$ cat config.mk
export PLATFORM = sky130hd
export DESIGN_NAME = fetch_imem_if_flat
export DESIGN_NICKNAME = d
export VERILOG_FILES = /design/src/rtl/fetch_imem_if_pkg.sv /design/src/rtl/fetch_imem_if_if.sv /design/src/rtl/fetch_entry_q.sv /design/src/rtl/fetch_imem_if.sv /design/src/flat_wrapper.sv
export SDC_FILE = /design/constraint.sdc
export NUM_CORES = 1
export LEC_CHECK = 0
export BUFFER_PORTS_ARGS = -buffer_cell sky130_fd_sc_hd__buf_2
export CORE_MARGIN = 4
export CORE_UTILIZATION = 51
export CTS_BUF_LIST = sky130_fd_sc_hd__clkbuf_16
export CTS_CLUSTER_SIZE = 12
export DETAILED_ROUTE_END_ITERATION = 8
export PLACE_DENSITY_LB_ADDON = 0.3
export SLEW_MARGIN = 40
export SYNTH_ARGS = -nofsm -noshare
export SYNTH_HDL_FRONTEND = slang
export SYNTH_SLANG_ARGS = --single-unit
$ cat constraint.sdc
create_clock -name clk_i -period 13.9 [get_ports clk_i]
set_input_delay 0 -clock clk_i [delete_from_list [all_inputs] [get_ports clk_i]]
set_output_delay 0 -clock clk_i [all_outputs]
set_load 0.01 [all_outputs]
$ cat src/rtl/fetch_imem_if_pkg.sv
// Shared constants, payload types and helpers for the fetch/instruction-memory block.
//   PC_WIDTH / INSTR_WIDTH : address and instruction widths
//   RESET_PC_DEF           : default first fetch address after reset
//   NOP_INSTR/NOP_PC/NOP_NPC : values driven on the fetch outputs when no entry is ready
//   fetch_meta_t           : {pc, npc} recorded when a request is issued
package fetch_imem_if_pkg;

    localparam int unsigned PC_WIDTH    = 32;
    localparam int unsigned INSTR_WIDTH = 32;

    localparam logic [PC_WIDTH-1:0]    RESET_PC_DEF = 32'h8000_0000;
    localparam logic [INSTR_WIDTH-1:0] NOP_INSTR    = 32'h0000_0013;
    localparam logic [PC_WIDTH-1:0]    NOP_PC       = 32'h0000_0000;
    localparam logic [PC_WIDTH-1:0]    NOP_NPC      = 32'h0000_0000;

    typedef struct packed {
        logic [PC_WIDTH-1:0] pc;
        logic [PC_WIDTH-1:0] npc;
    } fetch_meta_t;

    // Instructions are word aligned; the two low address bits are always cleared.
    function automatic logic [PC_WIDTH-1:0] align_pc(input logic [PC_WIDTH-1:0] a);
        return {a[PC_WIDTH-1:2], 2'b00};
    endfunction

endpackage

$ cat src/rtl/fetch_imem_if_if.sv
// Instruction-memory request/response bus.
//   req/addr : request valid and word address (fetch side drives)
//   gnt      : request accepted this cycle
//   rvalid/rdata : in-order response
interface fetch_imem_if_if;
    import fetch_imem_if_pkg::*;

    logic                   req;
    logic [PC_WIDTH-1:0]    addr;
    logic                   gnt;
    logic                   rvalid;
    logic [INSTR_WIDTH-1:0] rdata;

    modport master (output req, addr, input gnt, rvalid, rdata);
    modport slave  (input req, addr, output gnt, rvalid, rdata);

endinterface

$ cat src/rtl/fetch_entry_q.sv
// DEPTH-entry circular queue of fetch entries with three pointers:
// alloc (tail, written on issue), fill (next entry awaiting its response) and pop (head).
// Entries between pop and fill are filled; between fill and alloc are still waiting.
//   clk_i, rst_n    : clock, synchronous active-low reset
//   flush_i         : drop every entry (takes priority over other requests)
//   alloc_i/alloc_meta_i : allocate tail entry with {pc, npc}
//   fill_i/fill_instr_i  : write instruction into the oldest unfilled entry
//   pop_i           : remove the head entry if it is filled
//   count_o         : allocated entries, filled or not
//   head_filled_o/head_meta_o/head_instr_o : head entry view
module fetch_entry_q
    import fetch_imem_if_pkg::*;
#(
    parameter int unsigned DEPTH = 2
) (
    input  logic                          clk_i,
    input  logic                          rst_n,
    input  logic                          flush_i,
    input  logic                          alloc_i,
    input  fetch_meta_t                   alloc_meta_i,
    input  logic                          fill_i,
    input  logic [INSTR_WIDTH-1:0]        fill_instr_i,
    input  logic                          pop_i,
    output logic [$clog2(DEPTH):0]        count_o,
    output logic                          head_filled_o,
    output fetch_meta_t                   head_meta_o,
    output logic [INSTR_WIDTH-1:0]        head_instr_o
);

    localparam int unsigned IW = $clog2(DEPTH);
    localparam int unsigned PW = IW + 1;

    logic [PW-1:0]          alloc_ptr_q;
    logic [PW-1:0]          fill_ptr_q;
    logic [PW-1:0]          pop_ptr_q;
    fetch_meta_t            meta_q  [DEPTH];
    logic [INSTR_WIDTH-1:0] instr_q [DEPTH];

    logic alloc_ok;
    logic fill_ok;
    logic pop_ok;

    // Guards keep the pointers ordered even if a caller misbehaves.
    assign count_o       = alloc_ptr_q - pop_ptr_q;
    assign head_filled_o = (fill_ptr_q != pop_ptr_q);
    assign alloc_ok      = alloc_i & (count_o != PW'(DEPTH));
    assign fill_ok       = fill_i & (fill_ptr_q != alloc_ptr_q);
    assign pop_ok        = pop_i & head_filled_o;

    assign head_meta_o  = meta_q[pop_ptr_q[IW-1:0]];
    assign head_instr_o = instr_q[pop_ptr_q[IW-1:0]];

    // Pointer state.
    always_ff @(posedge clk_i) begin
        if (!rst_n || flush_i) begin
            alloc_ptr_q <= '0;
            fill_ptr_q  <= '0;
            pop_ptr_q   <= '0;
        end else begin
            if (alloc_ok) alloc_ptr_q <= alloc_ptr_q + PW'(1);
            if (fill_ok)  fill_ptr_q  <= fill_ptr_q + PW'(1);
            if (pop_ok)   pop_ptr_q   <= pop_ptr_q + PW'(1);
        end
    end

    // Entry storage; contents are qualified by the pointers so they need no reset.
    always_ff @(posedge clk_i) begin
        if (alloc_ok && !flush_i) meta_q[alloc_ptr_q[IW-1:0]] <= alloc_meta_i;
        if (fill_ok && !flush_i)  instr_q[fill_ptr_q[IW-1:0]] <= fill_instr_i;
    end

endmodule

$ cat src/rtl/fetch_imem_if.sv
// Fetch-side producer: generates the PC, issues in-order instruction-memory requests,
// tracks variable-latency responses and presents completed {instr, PC, nPC} entries.
//   clk_i, rst_n          : clock, synchronous active-low reset
//   imem                  : instruction-memory bus (master side)
//   bp_taken_i/bp_target_i: combinational prediction for the instruction at imem.addr
//   redirect_i/redirect_pc_i : flush and restart from a later stage
//   decode_allow_in_i     : downstream can take the head entry
//   fetch_ready_o, instr_o, F_PC_o, F_nPC_o : head entry (nop values when not ready)
module fetch_imem_if
    import fetch_imem_if_pkg::*;
#(
    parameter int unsigned         DEPTH    = 2,
    parameter logic [PC_WIDTH-1:0] RESET_PC = RESET_PC_DEF
) (
    input  logic                   clk_i,
    input  logic                   rst_n,
    fetch_imem_if_if.master        imem,
    input  logic                   bp_taken_i,
    input  logic [PC_WIDTH-1:0]    bp_target_i,
    input  logic                   redirect_i,
    input  logic [PC_WIDTH-1:0]    redirect_pc_i,
    input  logic                   decode_allow_in_i,
    output logic                   fetch_ready_o,
    output logic [INSTR_WIDTH-1:0] instr_o,
    output logic [PC_WIDTH-1:0]    F_PC_o,
    output logic [PC_WIDTH-1:0]    F_nPC_o
);

    localparam int unsigned PW = $clog2(DEPTH) + 1;
    localparam int unsigned CW = PW + 1;

    logic [PC_WIDTH-1:0] pc_q;
    logic [PW-1:0]       kill_cnt_q;
    logic [PW-1:0]       pend_cnt_q;
    logic                active_q;

    logic [PW-1:0]       q_count;
    logic                head_filled;
    fetch_meta_t         head_meta;
    logic [INSTR_WIDTH-1:0] head_instr;

    logic [PC_WIDTH-1:0] npc_c;
    logic                credit_c;
    logic                issue_c;
    logic                rsp_kill_c;
    logic                rsp_fill_c;
    logic                pop_c;
    logic [CW-1:0]       kill_sum_c;
    logic [CW-1:0]       kill_redirect_c;
    logic                rsp_spurious_c;

    // Predicted next PC for the request currently on the bus.
    assign npc_c = bp_taken_i ? align_pc(bp_target_i) : align_pc(pc_q + PC_WIDTH'(4));

    // Entries still owed a response plus responses still to be discarded must fit the queue.
    assign credit_c = (CW'(q_count) + CW'(kill_cnt_q)) < CW'(DEPTH);
    assign imem.req  = rst_n & active_q & ~redirect_i & credit_c;
    assign imem.addr = pc_q;
    assign issue_c   = imem.req & imem.gnt;

    // Stale responses are discarded first; the rest fill entries in order.
    assign rsp_kill_c     = imem.rvalid & (kill_cnt_q != '0);
    assign rsp_fill_c     = imem.rvalid & (kill_cnt_q == '0) & (pend_cnt_q != '0);
    assign rsp_spurious_c = imem.rvalid & (kill_cnt_q == '0) & (pend_cnt_q == '0);

    // Every outstanding request becomes a kill on redirect, except one answered this cycle.
    assign kill_sum_c      = CW'(kill_cnt_q) + CW'(pend_cnt_q);
    assign kill_redirect_c = kill_sum_c - CW'(imem.rvalid && (kill_sum_c != '0));

    assign fetch_ready_o = rst_n & head_filled;
    assign pop_c         = fetch_ready_o & decode_allow_in_i & ~redirect_i;

    assign instr_o = fetch_ready_o ? head_instr    : NOP_INSTR;
    assign F_PC_o  = fetch_ready_o ? head_meta.pc  : NOP_PC;
    assign F_nPC_o = fetch_ready_o ? head_meta.npc : NOP_NPC;

    // PC, response bookkeeping and the post-reset request gate.
    always_ff @(posedge clk_i) begin
        if (!rst_n) begin
            pc_q       <= RESET_PC;
            kill_cnt_q <= '0;
            pend_cnt_q <= '0;
            active_q   <= 1'b0;
        end else begin
            active_q <= 1'b1;
            if (redirect_i) begin
                pc_q       <= align_pc(redirect_pc_i);
                kill_cnt_q <= PW'(kill_redirect_c);
                pend_cnt_q <= '0;
            end else begin
                if (issue_c) pc_q <= npc_c;
                pend_cnt_q <= pend_cnt_q + PW'(issue_c) - PW'(rsp_fill_c);
                kill_cnt_q <= kill_cnt_q - PW'(rsp_kill_c);
            end
        end
    end

    fetch_entry_q #(
        .DEPTH (DEPTH)
    ) u_entry_q (
        .clk_i        (clk_i),
        .rst_n        (rst_n),
        .flush_i      (redirect_i),
        .alloc_i      (issue_c),
        .alloc_meta_i ('{pc: pc_q, npc: npc_c}),
        .fill_i       (rsp_fill_c & ~redirect_i),
        .fill_instr_i (imem.rdata),
        .pop_i        (pop_c),
        .count_o      (q_count),
        .head_filled_o(head_filled),
        .head_meta_o  (head_meta),
        .head_instr_o (head_instr)
    );

    // A response with nothing outstanding means the memory broke the protocol.
    a_no_spurious_rsp: assert property (@(posedge clk_i) disable iff (!rst_n) !rsp_spurious_c);

endmodule
$ cat src/flat_wrapper.sv
// flat-port wrapper written by rule: the top's interface ports become plain ports
module fetch_imem_if_flat import fetch_imem_if_pkg::*;
#(
    parameter int unsigned         DEPTH    = 2,
    parameter logic [PC_WIDTH-1:0] RESET_PC = RESET_PC_DEF
)
  (clk_i, rst_n, bp_taken_i, bp_target_i, redirect_i, redirect_pc_i, decode_allow_in_i, fetch_ready_o, instr_o, F_PC_o, F_nPC_o, imem_req, imem_addr, imem_gnt, imem_rvalid, imem_rdata);
  fetch_imem_if_if imem_i ();
  input  logic clk_i;
  input  logic rst_n;
  input  logic bp_taken_i;
  input  logic [PC_WIDTH-1:0] bp_target_i;
  input  logic redirect_i;
  input  logic [PC_WIDTH-1:0] redirect_pc_i;
  input  logic decode_allow_in_i;
  output logic fetch_ready_o;
  output logic [INSTR_WIDTH-1:0] instr_o;
  output logic [PC_WIDTH-1:0] F_PC_o;
  output logic [PC_WIDTH-1:0] F_nPC_o;
  output wire logic [$bits(imem_i.req)-1:0] imem_req;
  output wire logic [$bits(imem_i.addr)-1:0] imem_addr;
  input wire logic [$bits(imem_i.gnt)-1:0] imem_gnt;
  input wire logic [$bits(imem_i.rvalid)-1:0] imem_rvalid;
  input wire logic [$bits(imem_i.rdata)-1:0] imem_rdata;
  assign imem_req = imem_i.req;
  assign imem_addr = imem_i.addr;
  assign imem_i.gnt = imem_gnt;
  assign imem_i.rvalid = imem_rvalid;
  assign imem_i.rdata = imem_rdata;
  fetch_imem_if #(.DEPTH(DEPTH), .RESET_PC(RESET_PC)) u_core (.clk_i(clk_i), .rst_n(rst_n), .imem(imem_i), .bp_taken_i(bp_taken_i), .bp_target_i(bp_target_i), .redirect_i(redirect_i), .redirect_pc_i(redirect_pc_i), .decode_allow_in_i(decode_allow_in_i), .fetch_ready_o(fetch_ready_o), .instr_o(instr_o), .F_PC_o(F_PC_o), .F_nPC_o(F_nPC_o));
endmodule
**Word level (Yosys, flattened, before mapping)**

Memories as Yosys holds them, arrays and structs flattened. A register that Yosys moved wholly into a read port is not among the register bits.
Index checks and enable logic that the tools add are counted.

- Memory bits (writable): 192
- Output and inout port bits: 130
- Input bits: 103
- Logic and storage cells: 69
- Bits in registers: 43
- Memories kept: 2

- Reduce and logical (&&, ||, !) cells: 12
- Bitwise logic cells: 16
- $lt $le $gt $ge: 1
- $add $sub $neg: 11
- Equal/unequal tests: 3
- Muxes and demuxes: 16

Memories:

| memory | depth | bits a word | read ports | clocked after memory_dff | wr ports | RTL line | RTL |
|---|---|---|---|---|---|---|---|
| u_core.u_entry_q.meta_q | 2 | 64 | 1 | 1 | 1 | fetch_entry_q.sv:36 | `fetch_meta_t meta_q [DEPTH];` |
| u_core.u_entry_q.instr_q | 2 | 32 | 1 | 1 | 1 | fetch_entry_q.sv:37 | `logic [INSTR_WIDTH-1:0] instr_q [DEPTH];` |

Operators by type and width:

| cell | count |
|---|---|
| $mux 32 | 6 |
| $add 32x3->32 const B | 1 |
| $and 1x1->1 | 14 |
| $mux 1 | 9 |
| $add 2x1->2 const B | 3 |
| $add 2x2->3 | 2 |
| $reduce_bool 2->1 | 3 |
| $sub 2x1->2 | 3 |
| $ne 2x2->1 | 2 |
| $logic_and 1x1->1 | 3 |
| $lt 3x2->1 const B | 1 |
| $reduce_bool 3->1 | 1 |
| $add 2x1->2 | 1 |
| $logic_not 1->1 | 2 |
| $logic_not 2->1 | 1 |
| $mux 2 | 1 |
| $ne 2x2->1 const B | 1 |
| $not 1->1 | 2 |
| $reduce_or 2->1 | 1 |
| $sub 2x2->2 | 1 |
| $logic_or 1x1->1 | 1 |

**Logic depth before layout (Yosys ltp)**

Gate-level depths: netlist (run 1).

- Depth in word-level cells: 9
- Gate-level depth with buffers: 14
- Depth with buffers taken out: 12

**By module**

A second synthesis (run 1) with hierarchy kept.

- Cells, all modules: 801
- Area total of the unflattened synthesis: 10535.1 um^2

By module, submodules not included:

| module | cells an instance | area an instance (um^2) | instances |
|---|---|---|---|
| fetch_entry_q | 348 | 7315.8 | 1 |
| fetch_imem_if | 453 | 3219.3 | 1 |

**Worst setup path before layout (run 1)**

OpenSTA, ideal clock, no wires.

- Path kind: reg2reg
- Start: reg u_core.u_entry_q.alloc_ptr_q[0]
- End: mem u_core.u_entry_q.meta_q[0][10] in the netlist's numbering, enable pin
- Buffers on the path: 0
- Path slack: 7.483 ns
- Required time: 13.348 ns
- Arrival: 5.865 ns
- Library setup time: 0.552 ns
- Clock period less this slack: 6.417 ns
- Cell stages (with the launch flop): 10
- Cells stage by stage: dfxtp_1 -> inv_1 -> ha_1 -> xor3_1 -> inv_1 -> fa_1 -> nand3_1 -> inv_1 -> nand2_1 -> nor3_1

- Word-level cells in the longest chain between the ends: 9
- Elaborated cells on any way between the ends: 10

Ends and longest elaborated chain:

| what | RTL line | RTL |
|---|---|---|
| start: declaration | fetch_entry_q.sv:33 | `logic [PW-1:0] alloc_ptr_q;` |
| start signal: assignment | fetch_entry_q.sv:60 | `if (alloc_ok) alloc_ptr_q <= alloc_ptr_q + PW'(1);` |
| $sub 2x2->2 | fetch_entry_q.sv:44 | `assign count_o = alloc_ptr_q - pop_ptr_q;` |
| $add 2x2->3 | fetch_imem_if.sv:56 | `assign credit_c = (CW'(q_count) + CW'(kill_cnt_q)) < CW'(DEPTH);` |
| $lt 3x2->1 | fetch_imem_if.sv:56 |  |
| $and 1x1->1 | fetch_imem_if.sv:57 | `assign imem.req = rst_n & active_q & ~redirect_i & credit_c;` |
| $and 1x1->1 | fetch_imem_if.sv:59 | `assign issue_c = imem.req & imem.gnt;` |
| $and 1x1->1 | fetch_entry_q.sv:46 | `assign alloc_ok = alloc_i & (count_o != PW'(DEPTH));` |
| $logic_and 1x1->1 | fetch_entry_q.sv:68 | `if (alloc_ok && !flush_i) meta_q[alloc_ptr_q[IW-1:0]] <= alloc_meta_i;` |
| $mux 1 | fetch_entry_q.sv:68 |  |
| $mux 1 (not written as such) | fetch_entry_q.sv:68 |  |
| end: declaration | fetch_entry_q.sv:36 |  |

Parallel ways exist; a longest one is shown, timed or not.

**Worst setup path in the final report (run 1)**

- Start: reg u_core.u_entry_q.alloc_ptr_q[0]
- End: mem u_core.u_entry_q.meta_q[1][59] in the netlist's numbering, enable pin

The elaborated chain is that of the path after synthesis.

==> flow_summary_export.csv, run 1 <==
group,metric,value,unit
route,wl_met1,11100,µm
synthesis,yosys_warnings,0,
cts,cts.sinks,226,
route,wl_met3,1580,µm
critical_path,worst_setup_path_start_kind,"flop",
floorplan,dieArea,0.02207,mm²
critical_path,r2r_start,"u_core.u_entry_q.alloc_ptr_q[0]$_SDFFE_PP0P_",
floorplan,start_util,51.77,%
floorplan,fp.dieH,148.6,µm
layout,antenna_cells,0,
cts,post_cts_buffers,0,
floorplan,rows,51,
route,wl_met2,13020,µm
layout,fin_cells,1405,
cts,cts_resized,0,
cts,clkLatencyLatePin,490,ps
route,viasPerCell,5.453,
power_and_ir_drop,p_per_area,108.1,mW/mm²
route,wl,26360,µm
layout,nets,1236,
synthesis,ys.flop_type,"edfxtp_1",
synthesis,synth_top_area_share,54.84,%
route,drcViolationCount,0,
synthesis,synth_area,0.01008,mm²
place,dpl.cell_count,1251,
hold_path,min-delay-start,"imem_rvalid",
route,firstDrtPassIters,5,
critical_path,startpoint,"u_core.u_entry_q.alloc_ptr_q[0]$_SDFFE_PP0P_",
sta,rsz0062_at_grt,"no",
cts,cts_tree,"yes",
place,dp_hpwl,16490,µm
route,top_layer,"met4",
hold_path,hold_class,"in2reg",
sta,tns,0,ps
synthesis,yosysMostFrequentCell,"edfxtp_1",
floorplan,core_area,0.01946,mm²
global_routing,grt_pass1_wl,40680,µm
floorplan,io_pins,233,
run_status,status,"finished clean",
synthesis,synth_cells,802,
layout,synthToLayoutAreaGrowth,30.76,%
sta,finalHoldViolations,0,
cts,clock_path_buffers,3,
sta,tightest_slew,820.6,ps
route,vias,7661,
synthesis,synth_edf_count,184,
synthesis,yosys.area.top_type,"edfxtp_1",
global_routing,grt_max_degree,56,
run,cap_violations,0,
synthesis,yosysSeqAreaShare,63.18,%
floorplan,die_w,148.6,µm
power_and_ir_drop,ir_drop,65.88,µV
route,wl_per_cell,18.76,µm
critical_path,critPathArrivalTime,4150,ps
critical_path,crit_fanout,39,
layout,drive_gt1_share,25.44,%
global_routing,track_usage,23.30,%
global_routing,grt-ovfl-total,0,
cts,ctsRootBufferMaster,"clkbuf_16",
sta,min_period_over_period,28.95,%
global_routing,antenna_found_initial,0,
sta,slew_viol_final,0,
synthesis,yosys-top-cells-count,"184 x edfxtp_1, 127 x nor2_1, 92 x mux2i_1, 49 x nand2_1, 42 x dfxtp_1",
critical_path,end_kind,"flop",
critical_path,critPathKind,"reg2reg",
sta,slew_headroom,45.29,%
synthesis,ys_types,67,
sta,fin_worst_skew,13.09,ps
cts,clk_pin_slew,60,ps
global_routing,grt_pass1_vias,7626,
power_and_ir_drop,power_leakage,0.005057,µW
hold_path,whs_path_depth,5,
sta,setup_viol,0,
sta,period_needed,4024,ps
critical_path,cp.required,14020,ps
route,ant_nets,0,
critical_path,ff2ff_path_depth,11,
route,drtIter0Drc,504,
synthesis,ys_seq_elements,226,
sta,max_freq,248.5,MHz
synthesis,synth_area_per_cell,12.56,µm²
place,gp_congestion,0.8055,
place,port_buffers,222,
synthesis,postSynth.asyncResetShare,0,%
synthesis,synth_area_leaders,"edfxtp_1 55%, mux2i_1 9.1%, dfxtp_1 8.3%, nor2_1 4.7%, nand2_1 1.8%",
cts,h-tree-depth,1,
cts,numCtsBuffers,23,
cell families (layout without fill, tap and decap cells):
kind of cell	after synthesis	after routing	share of synthesized area [%]
and+or+nand+nor	250	250	11.40
AOI/OAI and AO/OA	120	120	8.581
muxes	96	96	9.586
other	1	6	0.03722
DFF	226	226	63.18
adders and majority gates	9	9	1.267
xor gates and xnor gates	25	25	2.322
buffers and inverters	75	408	3.626
where the power goes:
group / internal (µW) / switching, µW
Clock: 298 / 234
Combinational: 64.9 / 65.1
Sequential: 744 / 18.4
Total: 1110 / 318
cell usage in the layout (no fill, tap or decap), types with 5 or more instances in the layout:
master and instances:
a31oi_1 12, o31ai_1 5, clkbuf_16 23, xnor2_1 14
a21oi_1 22, nand4_1 13, buf_2 221, dlygate4sd3_1 113
nand3_1 12, a22oi_1 20, edfxtp_1 184, and3_1 5
nand2_1 49, dfxtp_1 41, nor2_1 127, mux2i_1 92
buf_4 10, nor3_1 7, xor2_1 10, ha_1 7
conb_1 6, o21ai_0 12, a211o_1 6, inv_1 31
o2bb2ai_1 9, nor4_1 5
worst max-delay path, stage by stage, from the launching register on:
cell	delay (ps)
dfxtp_1	410
inv_1	110
ha_1	210
xor3_1	210
inv_1	60
fa_1	590
nand3_1	100
buf_4	220
inv_2	450
nand3_1	220
inv_2	450
buf_4	560
flip-flops by register name, summed over array words and instances (netlist names), named ones only:
register                      cells
u_core.u_entry_q.meta_q         120
u_core.u_entry_q.fill_ptr_q       2
u_core.pend_cnt_q                 2
u_core.u_entry_q.pop_ptr_q        2
u_core.u_entry_q.alloc_ptr_q      2
u_core.u_entry_q.instr_q         64
u_core.kill_cnt_q                 2
u_core.active_q                   1
u_core.imem.addr                 30
path summary, 6_finish.rpt:
| kind | to | slack, ps |
|---|---|---|
| min reg2reg | u_core.u_entry_q.pop_ptr_q[1]$_SDFFE_PP0P_ | 570 |
| max | u_core.u_entry_q.meta_q[1][59]$_DFFE_PP_ | 9880 |
| max reg2reg | u_core.u_entry_q.meta_q[1][59]$_DFFE_PP_ | 9880 |
| min | u_core.kill_cnt_q[0]$_SDFF_PN0_ | 30 |
layer usage:
metal	vias to the layer above	track usage (%)
li1	3615	-
met2	294	39.99
met1	3695	31.52
met4	0	6.651
met5	-	0
met3	57	2.742
metrics by stage:
step                worst slack [ps]  hold WS (ps)  utilization, %  area, µm²  power [µW]
floorplan                       7483         27.72               -      10090       832.3
global placement                9606         187.7           58.44      11370       874.0
detailed placement              9900         191.3           58.53      11390       877.9
CTS                             9875         15.00           67.68      13170        1433
global route                    9636         34.82           67.70      13180        1474
finish                          9876         31.10           67.70      13180        1424
layout make-up:
type,instances,area (µm²)
sequential,226,6370
fill,1429,6287
multi-input combinational,506,3407
timing repair buffer,346,2338
clock buffer,23,575.6
tap,265,331.6
inverter,21,78.83
clock inverter,18,73.82
what timing repair did:
action / 4_1_cts / 5_1_grt
hold buffers: 113 / 0
endpoints found under the hold margin: 154 / 0
endpoints found under the setup margin: 0 / 0
Power figures use the tool's default switching activity.
==> run 2: changes to the inputs <==
Settings changed: CORE_UTILIZATION 51 to 49.
Clock period 13.9 ns to 3.7 ns, I/O delays scaled along.
==> run 2 against run 1 <==
Compared with the run above:
- register-to-register slack got worse by 9500 ps
- sequential power grew to 3.8 times the previous value
- die area increased by 3.9%
- critical path depth increased by 1
- maximum frequency grew 22%
- largest cell class unchanged
- combinational power grew to 3.8 times the previous value
- setup slack worse by 9500 ps
- critical path type unchanged
- non-clock buffer count grew 5
==> flow_summary_export.csv, run 2 (same netlist as run 1, synthesis figures left out) <==
group,metric,value,unit
sta,tightest_slew,809.6,ps
critical_path,worst_setup_path_start_kind,"flop",
critical_path,cp.required,4150,ps
route,firstDrtPassIters,5,
floorplan,fp.dieH,151.4,µm
route,wl_met3,1807,µm
route,drtIter0Drc,689,
floorplan,die_w,151.4,µm
hold_path,hold_class,"in2reg",
power_and_ir_drop,ir_drop,274.7,µV
sta,period_needed,3300,ps
sta,hold-worst-slack,36.26,ps
run,cap_violations,0,
cts,numCtsBuffers,24,
layout,largest_reg_flops,120,
critical_path,ff2ff_path_depth,12,
route,wl,26590,µm
critical_path,crit_fanout,16,
floorplan,dieArea,0.02292,mm²
route,wl_met2,13080,µm
place,gp_congestion,0.8160,
sta,slew_headroom,46.02,%
critical_path,critPathArrivalTime,3750,ps
critical_path,r2r-end,"u_core.imem.addr[27]$_SDFFE_PN0P_",
cts,cts.sinks,226,
sta,fin_worst_skew,11.72,ps
critical_path,r2r_start,"u_core.u_entry_q.alloc_ptr_q[0]$_SDFFE_PP0P_",
critical_path,end_kind,"flop",
route,wl_met1,11170,µm
sta,finalHoldViolations,0,
route,drcViolationCount,0,
place,dp_hpwl,16850,µm
route,viasPerCell,5.374,
floorplan,io_pins,233,
critical_path,r2r_slack,400,ps
cts,h-tree-depth,1,
layout,nets,1242,
floorplan,start_util,49.80,%
route,top_layer,"met4",
power_and_ir_drop,power_leakage,0.005155,µW
power_and_ir_drop,p_per_area,424.6,mW/mm²
global_routing,grt_pass1_wl,39160,µm
layout,most-common-layout-cells,"221 x buf_2, 184 x edfxtp_1, 127 x nor2_1",
cts,hold_buffers,115,
sta,min_period_over_period,89.18,%
cts,cts_resized,0,
layout,drive_gt1_share,26.22,%
route,ant_nets,0,
run_status,status,"finished clean",
cts,post_cts_buffers,0,
cts,ctsRootBufferMaster,"clkbuf_16",
route,wl_per_cell,18.75,µm
cts,clk_pin_slew,60,ps
critical_path,critPathKind,"reg2reg",
layout,antenna_cells,0,
cts,clock_path_buffers,3,
sta,slew_viol_final,0,
global_routing,grt_max_degree,67,
cts,clkLatencyLatePin,500,ps
layout,synthToLayoutAreaGrowth,33.09,%
sta,setup_viol,0,
sta,rsz0062_at_grt,"no",
floorplan,core_area,0.02023,mm²
layout,layout_commonest_cell,"buf_2",
critical_path,startpoint,"u_core.u_entry_q.alloc_ptr_q[0]$_SDFFE_PP0P_",
sta,tns,0,ps
cts,cts_tree,"yes",
floorplan,rows,52,
global_routing,antenna_found_initial,0,
global_routing,grt_pass1_vias,7259,
global_routing,track_usage,22.12,%
global_routing,grt-ovfl-total,0,
route,vias,7621,
critical_path,critPathCapture,"u_core.imem.addr[27]$_SDFFE_PN0P_",
sta,max_freq,303.1,MHz
place,port_buffers,222,
==> run 2: cell count changes in the layout (fill, tap and decap cells not counted), moves of 2 or more <==
cell,change
bufinv_16,+3
buf_12,+3
dlygate4sd3_1,+2
clkbuf_16,+2
inv_1,-2
clkinv_2,+2
buf_4,+2
==> run 2: stage by stage <==
step	utilization (%)	setup WS, ps	power, µW	area, µm²	std cells
after floorplan	-	30.96	3128	10120	807
after global placement	56.72	610.1	3290	11480	1259
after detailed placement	56.73	579.6	3301	11480	1259
after CTS	66.27	423.0	5720	13410	1418
after global routing	66.27	196.7	5901	13410	1418
final	66.27	400.3	5694	13410	1418
==> run 2: critical path, cell delays in order, from the launching register on <==
cell           delay, ps
dfxtp_2              390
inv_1                 90
ha_1                 200
xor3_1               200
inv_1                 60
fa_1                 610
nand3_2              110
inv_2                180
buf_4                300
nand3_1              100
mux2_2               280
a31oi_1              160
dlygate4sd3_1        560
==> run 2: layout make-up <==
type | count | area (µm²)
fillers | 1486 | 6824
flip-flops and latches | 226 | 6371
multi-input cells | 506 | 3436
repair buffers | 351 | 2407
clock buffers | 25 | 625.6
well taps | 270 | 337.8
clock inverters | 19 | 153.9
inverters | 21 | 78.83
==> run 2: per-layer routing <==
metal,vias up,global-route usage [%]
met5,-,0
met2,304,37.50
met1,3662,29.97
met3,39,3.232
li1,3616,-
met4,0,5.848
==> run 2: worst min-delay path by stage <==
stage                               start                                        end  slack, ps  depth (start not counted)
final                         imem_rvalid            u_core.kill_cnt_q[0]$_SDFF_PN0_         40                          5
after global routing      bp_target_i[16]   u_core.u_entry_q.meta_q[1][16]$_DFFE_PP_         40                          3
after CTS                     imem_rvalid            u_core.kill_cnt_q[0]$_SDFF_PN0_         20                          5
after detailed placement   imem_rdata[29]  u_core.u_entry_q.instr_q[1][29]$_DFFE_PP_        190                          1
after global placement      imem_rdata[3]   u_core.u_entry_q.instr_q[1][3]$_DFFE_PP_        190                          1
after floorplan                     rst_n                    u_core.active_q$_DFF_P_         30                          0
==> run 2: report_power, final <==
group / internal, µW / total (µW) / switching, µW / leakage [µW]
combinational: 247 / 494 / 247 / 0.00273
clock: 1420 / 2340 / 916 / 0.000428
sequential: 2790 / 2860 / 69.4 / 0.00200
==> run 3: changes to the inputs <==
Settings changed: CORE_UTILIZATION 49 to 35.
==> run 3 against run 2 <==
Compared with the run above:
- sequential share of layout area decreased by 1.3 points
- critical path depth is 1 lower
- combinational power rose by 2%
- routed wire length is 8.5% higher
- global-route usage is 4.4 points lower
- largest cell class unchanged
- highest routed layer unchanged
==> flow_summary_export.csv, run 3 (same netlist as run 1, synthesis figures left out) <==
group,metric,value,unit
hold_path,hold_class,"in2reg",
layout,antenna_cells,0,
cts,cts.sinks,226,
sta,setup_viol,0,
cts,post_cts_buffers,0,
cts,numCtsBuffers,27,
floorplan,die_w,177.7,µm
global_routing,top_usage_layer,"met2",
critical_path,r2r_start,"u_core.u_entry_q.alloc_ptr_q[0]$_SDFFE_PP0P_",
layout,most-common-layout-cells,"221 x buf_2, 184 x edfxtp_1, 127 x nor2_1",
power_and_ir_drop,power_leakage,0.005245,µW
route,wl,28840,µm
global_routing,grt_pass1_wl,43260,µm
critical_path,critPathKind,"reg2reg",
critical_path,r2r_slack,450,ps
floorplan,rows,61,
floorplan,core_area,0.02809,mm²
layout,drive_gt1_share,26.90,%
power_and_ir_drop,p_comb_share,8.2,%
critical_path,slowest_delay,600,ps
global_routing,antenna_found_initial,0,
power_and_ir_drop,ir_drop,347.2,µV
floorplan,dieArea,0.03157,mm²
critical_path,path_cells,"inv_1 -> ha_1 -> xor3_1 -> inv_1 -> fa_1 -> nand3_2 -> buf_4 -> or3_1 -> mux2_2 -> a31oi_1 -> dlygate4sd3_1",
floorplan,fp.dieH,177.7,µm
sta,slew_headroom,57.42,%
global_routing,grt_use_met1,22.99,%
layout,largest_reg_flops,120,
layout,layout_commonest_cell,"buf_2",
sta,max_freq,307.3,MHz
route,firstDrtPassIters,7,
critical_path,cp.depth,11,
route,wl_per_cell,18.75,µm
sta,rsz0062_at_grt,"no",
cts,clkLatencyLatePin,540,ps
floorplan,start_util,35.87,%
global_routing,track_usage,17.71,%
critical_path,critPathCapture,"u_core.imem.addr[27]$_SDFFE_PN0P_",
global_routing,use_met2,29.98,%
critical_path,r2r-end,"u_core.imem.addr[27]$_SDFFE_PN0P_",
run_status,status,"finished clean",
hold_path,min-delay-start,"redirect_i",
place,dp_hpwl,18310,µm
sta,finalHoldViolations,0,
cts,h-tree-depth,1,
route,viasPerCell,4.952,
power_and_ir_drop,seqPwrFrac,46.5,%
power_and_ir_drop,p_sw_share,22.17,%
route,vias,7616,
global_routing,grt_max_degree,63,
cts,clk_pin_slew,60,ps
power_and_ir_drop,netSwitchingPower,1366,µW
run,cap_violations,0,
global_routing,grt_pass1_vias,7562,
sta,tns,0,ps
sta,tightest_slew,635.8,ps
critical_path,path_buf_inv,4,
critical_path,crit_fanout,13,
critical_path,cpLargestDelayFamily,"buffers and inverters",
floorplan,io_pins,233,
power_and_ir_drop,p_clk_share,45.3,%
place,port_buffers,222,
route,drtIter0Drc,531,
global_routing,grtUsageMet3,2.620,%
route,drcViolationCount,0,
critical_path,cp.required,4180,ps
route,ant_nets,0,
power_and_ir_drop,p_per_area,446.9,mW/mm²
sta,slew_viol_final,0,
critical_path,worst_setup_path_start_kind,"flop",
critical_path,crit_top_cell,"inv_1",
cts,cts_tree,"yes",
layout,synthToLayoutAreaGrowth,36.84,%
critical_path,critPathArrivalTime,3740,ps
layout,nets,1253,
critical_path,ff2ff_path_depth,11,
place,gp_congestion,0.8119,
critical_path,end_kind,"flop",
global_routing,grt-ovfl-total,0,
sta,hold-worst-slack,36.78,ps
sta,min_period_over_period,87.95,%
sta,period_needed,3254,ps
critical_path,crit_slowest_cell,"fa_1",
cts,ctsRootBufferMaster,"clkbuf_16",
critical_path,startpoint,"u_core.u_entry_q.alloc_ptr_q[0]$_SDFFE_PP0P_",
sta,fin_worst_skew,9.547,ps
power_and_ir_drop,p_int,4795,µW
cts,clock_path_buffers,3,
## run 3: changes by cell type in the layout (fill, tap and decap cells not counted), moves of 2 or more
| cell | change |
|---|---|
| inv_1 | -9 |
| dlygate4sd3_1 | +8 |
| clkinv_2 | +4 |
| bufinv_16 | +3 |
| clkbuf_16 | +2 |
| clkinv_1 | +2 |
## run 3: through the flow
| step | power, µW | utilization [%] | instances | area [µm²] | worst slack [ps] |
|---|---|---|---|---|---|
| final | 6162 | 49.09 | 1538 | 13790 | 445.8 |
| after global routing | 6390 | 49.09 | 1538 | 13790 | 247.5 |
| after CTS | 6212 | 49.09 | 1538 | 13790 | 448.9 |
| after detailed placement | 3313 | 41.35 | 1367 | 11610 | 881.5 |
| after global placement | 3305 | 41.34 | 1367 | 11610 | 935.2 |
| after floorplan | 3128 | - | 807 | 10120 | 30.96 |
## run 3: worst register-to-register path, delay by kind of cell, from the launching register on
family	cells	cell delay, ps
compound gates	1	160
xor+xnor	1	220
fa+ha+maj	2	810
buf+inv	4	930
flops	1	370
mux	1	270
simple gates	2	440
## run 3: layout make-up
cell class	instances	area, µm²
clock buffer	27	675.6
clock inverter	21	266.5
fill	2526	14300
inverter	21	78.83
multi-input combinational	506	3436
sequential	226	6371
tap	378	473.0
timing repair buffer	359	2487
## run 3: power groups by stage
stage | clock network [µW] | registers [µW] | logic [µW]
floorplan | 0 | 2900 | 230
global placement | 0 | 2920 | 388
detailed placement | 0 | 2920 | 395
CTS | 2840 | 2870 | 504
global route | 2960 | 2870 | 553
finish | 2790 | 2870 | 506
## run 3: repair_timing
action / CTS / global route
gates resized for setup: 0 / 0
hold endpoints to repair: 158 / 0
hold buffers: 123 / 0
## run 3: worst min path at each step
stage                                                     end  depth (start not counted)
CTS                           u_core.kill_cnt_q[0]$_SDFF_PN0_                          3
global route                  u_core.kill_cnt_q[1]$_SDFF_PN0_                          3
floorplan                             u_core.active_q$_DFF_P_                          0
detailed placement  u_core.u_entry_q.instr_q[0][13]$_DFFE_PP_                          1
global placement    u_core.u_entry_q.instr_q[0][23]$_DFFE_PP_                          1
finish                        u_core.kill_cnt_q[0]$_SDFF_PN0_                          3
## run 3: per-layer routing
metal | share of wire, % | vias to the layer above
met4 | 4.0 | 0
met3 | 5.2 | 66
met2 | 48 | 255
met1 | 42 | 3648
met5 | 0 | -
li1 | - | 3647
